--- src/rtl/counter_sequence_monitor.sv ---
// counter_sequence_monitor
//   Watches a sampled counter stream and classifies each accepted sample
//   against the previous one as an increment, a decrement or an error.
//   It also tracks the run length of same-direction steps, locks onto a
//   direction after LOCK_THRESH consecutive steps, and keeps a saturating
//   error count.
//   Optional build macro: CSM_WRAP_EN. When it is defined, a step across the
//   2^WIDTH boundary is legal. When it is undefined, such a step is an error.
module counter_sequence_monitor #(
    parameter int WIDTH       = 4,
    parameter int STEP        = 1,
    parameter int LOCK_THRESH = 3,
    parameter int RUN_W       = 8,
    parameter int ERR_W       = 8
) (
    input  logic             clk,
    input  logic             reset,
    input  logic             clear,
    input  logic             in_valid,
    input  logic [WIDTH-1:0] in_data,
    output logic             incr,
    output logic             decr,
    output logic             error,
    output logic             locked,
    output logic             lock_dir,
    output logic [RUN_W-1:0] run_len,
    output logic [ERR_W-1:0] err_count
);

    typedef enum logic [1:0] {S_IDLE, S_TRACK, S_LOCKED} state_t;

    localparam logic [WIDTH-1:0] STEP_V = WIDTH'(STEP);
    localparam logic [31:0]      LOCK_T = 32'(LOCK_THRESH);

    state_t           r_state;
    logic [WIDTH-1:0] r_prev;
    logic             r_incr, r_decr, r_error;
    logic             r_locked, r_lock_dir;
    logic             r_dir;        // direction of the most recent legal step
    logic [RUN_W-1:0] r_run_len;
    logic [ERR_W-1:0] r_err_count;

    logic [WIDTH-1:0] w_up, w_dn;
    logic             w_up_ok, w_dn_ok;
    logic             w_is_up, w_is_dn, w_step, w_same, w_lock_hit;
    logic [RUN_W-1:0] w_run_step;

    function automatic logic [RUN_W-1:0] sat_run(input logic [RUN_W-1:0] v);
        return (&v) ? v : v + RUN_W'(1);
    endfunction

    function automatic logic [ERR_W-1:0] sat_err(input logic [ERR_W-1:0] v);
        return (&v) ? v : v + ERR_W'(1);
    endfunction

`ifdef CSM_WRAP_EN
    assign w_up    = r_prev + STEP_V;
    assign w_up_ok = 1'b1;
    assign w_dn_ok = 1'b1;
`else
    // The extra carry bit flags an upward step that crosses the top of the range.
    logic [WIDTH:0] w_up_x;
    assign w_up_x  = {1'b0, r_prev} + (WIDTH+1)'(STEP);
    assign w_up    = w_up_x[WIDTH-1:0];
    assign w_up_ok = ~w_up_x[WIDTH];
    assign w_dn_ok = (r_prev >= STEP_V);
`endif

    assign w_dn       = r_prev - STEP_V;
    // If up and down land on the same value, the increment wins.
    assign w_is_up    = w_up_ok && (in_data == w_up);
    assign w_is_dn    = !w_is_up && w_dn_ok && (in_data == w_dn);
    assign w_step     = w_is_up | w_is_dn;
    // A zero run length means there is no previous step to continue.
    assign w_same     = (r_run_len != '0) && (r_dir == w_is_up);
    assign w_run_step = w_same ? sat_run(r_run_len) : RUN_W'(1);
    assign w_lock_hit = (32'(w_run_step) >= LOCK_T);

    // Direction-lock FSM with registered flags, run length and error count.
    always_ff @(posedge clk or negedge reset) begin
        if (!reset) begin
            r_state     <= S_IDLE;
            r_prev      <= '0;
            r_incr      <= 1'b0;
            r_decr      <= 1'b0;
            r_error     <= 1'b0;
            r_locked    <= 1'b0;
            r_lock_dir  <= 1'b0;
            r_dir       <= 1'b0;
            r_run_len   <= '0;
            r_err_count <= '0;
        end else if (clear) begin
            r_state     <= S_IDLE;
            r_prev      <= '0;
            r_incr      <= 1'b0;
            r_decr      <= 1'b0;
            r_error     <= 1'b0;
            r_locked    <= 1'b0;
            r_lock_dir  <= 1'b0;
            r_dir       <= 1'b0;
            r_run_len   <= '0;
            r_err_count <= '0;
        end else begin
            r_incr  <= 1'b0;
            r_decr  <= 1'b0;
            r_error <= 1'b0;
            if (in_valid) begin
                r_prev <= in_data;
                case (r_state)
                    S_IDLE: r_state <= S_TRACK;
                    S_TRACK: begin
                        if (w_step) begin
                            r_incr    <= w_is_up;
                            r_decr    <= w_is_dn;
                            r_dir     <= w_is_up;
                            r_run_len <= w_run_step;
                            if (w_lock_hit) begin
                                r_state    <= S_LOCKED;
                                r_locked   <= 1'b1;
                                r_lock_dir <= w_is_up;
                            end
                        end else begin
                            r_error     <= 1'b1;
                            r_run_len   <= '0;
                            r_err_count <= sat_err(r_err_count);
                        end
                    end
                    S_LOCKED: begin
                        if (w_step) begin
                            r_incr    <= w_is_up;
                            r_decr    <= w_is_dn;
                            r_dir     <= w_is_up;
                            r_run_len <= w_run_step;
                            if (w_is_up != r_lock_dir) begin
                                r_state    <= S_TRACK;
                                r_locked   <= 1'b0;
                                r_lock_dir <= 1'b0;
                            end
                        end else begin
                            r_error     <= 1'b1;
                            r_run_len   <= '0;
                            r_err_count <= sat_err(r_err_count);
                            r_state     <= S_TRACK;
                            r_locked    <= 1'b0;
                            r_lock_dir  <= 1'b0;
                        end
                    end
                    default: r_state <= S_IDLE;
                endcase
            end
        end
    end

    assign incr      = r_incr;
    assign decr      = r_decr;
    assign error     = r_error;
    assign locked    = r_locked;
    assign lock_dir  = r_lock_dir;
    assign run_len   = r_run_len;
    assign err_count = r_err_count;

endmodule

--- config.mk ---
export PLATFORM = sky130hd
export DESIGN_NAME = counter_sequence_monitor
export DESIGN_NICKNAME = d
export VERILOG_FILES = /design/src/rtl/counter_sequence_monitor.sv
export SDC_FILE = /design/constraint.sdc
export NUM_CORES = 1
export LEC_CHECK = 0
export ABC_AREA = 1
export CAP_MARGIN = 20
export CORE_MARGIN = 2
export CORE_UTILIZATION = 50
export CTS_CLUSTER_SIZE = 14
export DETAILED_ROUTE_END_ITERATION = 16
export MAX_ROUTING_LAYER = met4
export PLACE_DENSITY = 0.81
export SLEW_MARGIN = 20
export SYNTH_ARGS = -nofsm -noshare
export SYNTH_HDL_FRONTEND = slang
export SYNTH_SLANG_ARGS = --single-unit
--- constraint.sdc ---
create_clock -name clk -period 4.3 [get_ports clk]
set_clock_uncertainty 0.1 [all_clocks]
set_input_delay 0.43 -clock clk [delete_from_list [all_inputs] [get_ports clk]]
set_output_delay 0.43 -clock clk [all_outputs]
set_load 0.005 [all_outputs]
==> impl_metrics.json, run 1 <==
{
  "worst_ir_drop_vdd_mv": 0.200,
  "cts_root_buf": "clkbuf_8",
  "cts.path.max_buffers": 2,
  "crit_path_start": "r_prev[0]",
  "fin_setup_tns_ns": 0,
  "netlist_area_um2": 1970,
  "placed_area_um2": 2290,
  "status": "completed",
  "wire_per_inst_um": 12.2,
  "hold_violations": 0,
  "cts_tree": "yes",
  "num_rows": 22,
  "finalCritPeriodShare_pct": 53.9,
  "path_max_fanout": 7,
  "dp_cells": 315,
  "numClockSinks": 28,
  "rr_worst_depth": 13,
  "port_buffers": 28,
  "path_delay_family": "simple AND/OR/NAND/NOR gates",
  "hold_path_class": "flip-flop to flip-flop",
  "routed-via-count": 1678,
  "stdcell_area_um2": 2360,
  "crit_arrival_ns": 2.40,
  "area_delta_synth_final_pct": 20.1,
  "synth_fp_nets": 260,
  "worstReg2RegEnd": "lock_dir",
  "fin_cells": 319,
  "core_um2": 3720,
  "async_flop_share_pct": 100,
  "yosys_warnings": 0,
  "clk_latency_ns": 0.28,
  "endpoint": "lock_dir",
  "end_kind": "flip-flop",
  "cts_hold_buf": 0,
  "ctsHtreeMaxLevel": 1,
  "leakage_uw": 0.00106,
  "gp_congestion": 0.869,
  "ctsResizeCount": 0,
  "cp_num_buf_inv": 2,
  "grt_max_degree": 29,
  "required_ns": 4.38,
  "finalSetupViolations": 0,
  "antenna_found_initial": 0,
  "crit_chain": "inv_2 -> ha_1 -> xor2_2 -> nor2_4 -> nand3_4 -> nand2_4 -> nand3_4 -> inv_2 -> o31ai_2 -> nand3_4 -> nand3_2 -> nand2_1 -> nand2_1",
  "grt_pass1_wl_um": 6820,
  "grt_usage_pct": 20.4,
  "ys_seq_elements": 28,
  "hpwlAfterDp_um": 2990,
  "path_depth": 13,
  "synthCells": 242,
  "die_w_um": 66.7,
  "drcViolationCount": 0,
  "clk_pin_slew_ns": 0.10,
  "synthFlopType": "dfrtp_1",
  "viasPerCell": 5.26,
  "slowest_delay_ns": 0.46,
  "cap_violations": 0,
  "cp_slowest_cell": "dfrtp_1",
  "grt_pass1_vias": 1520,
  "final_cell_mix": "nand2_1 (40), dfrtp_1 (28), clkdlybuf4s50_1 (28)",
  "drt_wl_total_um": 3910,
  "rrSetupSlack_ns": 1.98,
  "overflow": 0,
  "min_period_ns": 2.32,
  "startpoint_type": "flip-flop",
  "nets": 290,
  "relSlewSlack_pct": 68.1,
  "fp.dieH_um": 66.7,
  "layout-drive-gt1-share_pct": 16.6,
  "yosysSeqAreaShare_pct": 35.6,
  "synth_edf_count": 0,
  "dr.pass1.iters": 5,
  "cts_setup_buffers": 0,
  "antenna_left": 0,
  "worstSetupPathType": "flip-flop to flip-flop",
  "worstReg2RegStart": "r_prev[0]",
  "io_pins": 29,
  "diodes": 0,
  "tightestPinTransition_ns": 0.475,
  "p_per_area_nw_per_um2": 326,
  "cp_common_cell": "nand3_4",
  "grt_setup_unrepaired": "false",
  "final_max_slew_viol_count": 0,
  "dieArea_um2": 4450,
  "layout_commonest_cell": "nand2_1",
  "synth_cell_types": 38,
  "avgSynthCellArea_um2": 8.12,
  "max_freq_mhz": 431,
  "initial_utilization_pct": 52.9,
  "cts_made_buffers": 3,
  "drtIter0Drc": 137
}
-- worst register-to-register path: cells and delay by family, from the launching register on --
kind	cells	cell delay (ns)
AOI/OAI and AO/OA	1	0.10
xor gates and xnor gates	1	0.21
adders and majority gates	1	0.33
buffers and inverters	2	0.18
DFF	1	0.46
and+or+nand+nor	8	0.85
-- worst min-delay path by stage --
stage	endpoint	from	cells after the start	slack, ns
4_1_cts	locked	locked	2	0.39
2_1_floorplan	decr	reset	0	0.03
3_5_place_dp	locked	locked	2	0.36
6_report	locked	locked	2	0.39
5_1_grt	locked	locked	2	0.43
3_3_place_gp	locked	locked	2	0.36
-- Yosys cell counts, types with 2 or more instances --
cell type	count	area share, %
nand3_1	25	6.4
ha_1	10	6.4
inv_1	27	5.2
o21ai_1	4	1.0
inv_2	6	1.1
buf_4	2	0.76
nand2_4	6	3.4
dfrtp_1	28	36
nor2_2	5	1.6
nand3_2	3	1.5
o22ai_1	2	0.64
xnor2_1	3	1.3
nor2_1	16	3.1
nor3_1	5	1.3
nand3_4	3	2.7
nand2_1	40	7.6
o21ai_0	15	3.8
nand4_1	5	1.6
xor2_1	4	1.8
nor2_4	2	1.1
a32o_1	2	1.0
a21oi_1	7	1.8
nand2_2	6	1.9
nand4_2	2	1.3
-- report_power, final --
group          leakage, uW  total [uW]  switching (uW)  internal, uW
logic             0.000643         242             140           102
clock network    0.0000357         215            89.6           125
registers         0.000383         313            22.8           290
total              0.00106         770             252           518
-- cells by family (layout without fill, tap and decap cells) --
kind of cell | count (synthesis) | count (layout) | share of synthesized area [%]
AO/OA/AOI/OAI | 35 | 35 | 11.1
XOR/XNOR | 8 | 8 | 3.95
adder cells (fa/ha/maj) | 10 | 10 | 6.37
buffers and inverters | 39 | 68 | 8.15
flip-flops | 28 | 28 | 35.6
AND/OR/NAND/NOR | 122 | 122 | 34.8
-- state kept, by name, summed over array words and instances, names as in the netlist --
register,count
locked,1
r_state,2
err_count,8
decr,1
incr,1
run_len,8
lock_dir,1
r_prev,4
r_dir,1
error,1
-- per-layer routing --
metal	wire length, um	global-route usage (%)	up-vias
met4	28	3.06	0
met3	199	3.55	4
met1	1850	28.3	765
li1	-	-	859
met2	1830	32.3	50
met5	0	-	-
-- stage by stage --
| stage | total power, uW | utilization [%] | worst slack [ns] | hold slack, ns |
|---|---|---|---|---|
| after CTS | 778 | 63.5 | 1.97 | 0.387 |
| after global placement | 555 | 61.6 | 1.78 | 0.360 |
| after detailed placement | 562 | 61.6 | 1.71 | 0.361 |
| after floorplan | 478 | - | 2.20 | 0.0344 |
| final | 770 | 63.5 | 1.98 | 0.385 |
| after global routing | 822 | 63.5 | 1.79 | 0.426 |
-- layout make-up --
type / count / area (um2)
Clock buffer: 3 / 41.3
Multi-Input combinational cell: 175 / 1100
Fill cell: 315 / 1360
Inverter: 35 / 136
Sequential cell: 28 / 701
Tap cell: 48 / 60.1
Timing Repair Buffer: 29 / 288
Clock inverter: 1 / 30.0
Power figures use the tool's default switching activity.
==> run 2, diff against run 1 <==
clock period = 2.42 ns   (was 4.3 ns; I/O delays follow)
==> run 2 against run 1 <==
Worst hold slack lost 0.17 ns. Final cell count up 0.94%. Sequential power up 79%. Fmax is 2.3% higher. Flip-flop and latch count unchanged. Critical path depth stayed put. Via count up 2.0%. Sequential share of layout area down 0.24 points. Largest cell class unchanged.
==> impl_metrics.json, run 2 (synthesized netlist as in run 1, its figures left out) <==
{
  "status": "completed",
  "hold_path_class": "input port to async pin",
  "required_ns": 2.50,
  "final_max_slew_viol_count": 0,
  "nets": 293,
  "hpwlAfterDp_um": 3180,
  "drtIter0Drc": 144,
  "finalSetupViolations": 0,
  "cts_hold_buf": 0,
  "grt_pass1_wl_um": 7020,
  "multi_input_area_um2": 1100,
  "crit_chain": "inv_2 -> ha_1 -> xor2_2 -> nor2_4 -> nand3_4 -> nand2_4 -> nand4_1 -> nor2_1 -> nor2_2 -> nand3_4 -> nand3_2 -> nand2_1 -> nand2_1",
  "final_cell_mix": "nand2_1 (40), clkdlybuf4s50_1 (28), inv_1 (27), dfrtp_1 (27), nand3_1 (25)",
  "dieArea_um2": 4450,
  "worstSetupPathType": "flip-flop to flip-flop",
  "crit_path_start": "r_prev[0]",
  "antenna_left": 0,
  "fp.dieH_um": 66.7,
  "port_buffers": 28,
  "max_freq_mhz": 441,
  "drt_wl_total_um": 4220,
  "crit_arrival_ns": 2.34,
  "gp_congestion": 0.876,
  "grt_pass1_vias": 1594,
  "hold_violations": 0,
  "stdcell_area_um2": 2380,
  "core_um2": 3720,
  "rrSetupSlack_ns": 0.15,
  "ff_latch_area_um2": 702,
  "clk_latency_ns": 0.29,
  "placed_area_um2": 2310,
  "finalCritPeriodShare_pct": 93.7,
  "layout_commonest_cell": "nand2_1",
  "end_kind": "flip-flop",
  "cts_tree": "yes",
  "total_power_uw": 1380,
  "startpoint_type": "flip-flop",
  "slowest_delay_ns": 0.42,
  "cts.path.max_buffers": 2,
  "drcViolationCount": 0,
  "diodes": 0,
  "clk_pin_slew_ns": 0.11,
  "overflow": 0,
  "grt_setup_unrepaired": "false",
  "cap_violations": 0,
  "antenna_found_initial": 0,
  "dr.pass1.iters": 4,
  "wire_per_inst_um": 13.1,
  "worst_ir_drop_vdd_mv": 0.423,
  "cts_made_buffers": 3,
  "path_max_fanout": 7,
  "ctsHtreeMaxLevel": 1,
  "fin_setup_tns_ns": 0,
  "viasPerCell": 5.31,
  "fin_cells": 322,
  "layout-drive-gt1-share_pct": 17.9,
  "tightestPinTransition_ns": 0.449,
  "cp_slowest_cell": "dfrtp_2",
  "fillCellCount": 319,
  "numClockSinks": 28,
  "holdWs_ns": 0.217,
  "die_w_um": 66.7,
  "p_per_area_nw_per_um2": 580,
  "worstReg2RegStart": "r_prev[0]",
  "leakage_uw": 0.00107,
  "min_period_ns": 2.27,
  "num_rows": 22,
  "dp_cells": 318,
  "routed-via-count": 1711,
  "area_delta_synth_final_pct": 21.3,
  "grt_max_degree": 29,
  "io_pins": 29,
  "initial_utilization_pct": 52.9,
  "cts_root_buf": "clkbuf_8",
  "relSlewSlack_pct": 69.8,
  "grt_usage_pct": 20.9
}
run 2: critical path, delay by kind of cell, from the launching register on:
family | cells | cell delay, ns
xor gates and xnor gates | 1 | 0.20
adders and majority gates | 1 | 0.32
buffers and inverters | 1 | 0.06
DFF | 1 | 0.42
and+or+nand+nor | 10 | 1.05
run 2: repair_timing:
action / CTS / global route
endpoints found under the setup margin: 0 / 4
setup buffers: 0 / 0
resized for setup: 0 / 1
run 2: worst paths after layout:
kind,to,cells past startpoint
worst min-delay path,err_count[1],2
worst max register to register,lock_dir,13
worst max-delay path,lock_dir,13
min in group clk,locked,2
worst min register to register,locked,2
max in group asynchronous,r_prev[0],2
run 2: power breakdown:
part | leakage [uW] | internal (uW) | switching (uW)
Sequential | 0.000382 | 516 | 43.5
Clock | 0.0000357 | 222 | 158
Combinational | 0.000657 | 185 | 257
run 2: layout make-up:
class | instances | area share [%]
multi-input cells | 175 | 46.3
flip-flops and latches | 28 | 29.4
repair buffers | 32 | 13.0
inverters | 35 | 5.72
well taps | 48 | 2.52
clock buffers | 3 | 1.73
clock inverters | 1 | 1.26
run 2: metal layers:
layer / up-vias / GRT usage [%] / wire length, um
li1: 868 / - / -
met1: 804 / 25.8 / 1960
met5: - / - / 0
met3: 3 / 3.55 / 131
met2: 36 / 36.9 / 2120
met4: 0 / 3.06 / 9
run 2: per-stage QoR:
step | util [%] | setup slack, ns
after detailed placement | 62.2 | 0.154
final | 64.2 | 0.153
after CTS | 64.1 | 0.126
after global routing | 64.2 | 0.00241
after floorplan | - | 0.319
after global placement | 62.2 | 0.209
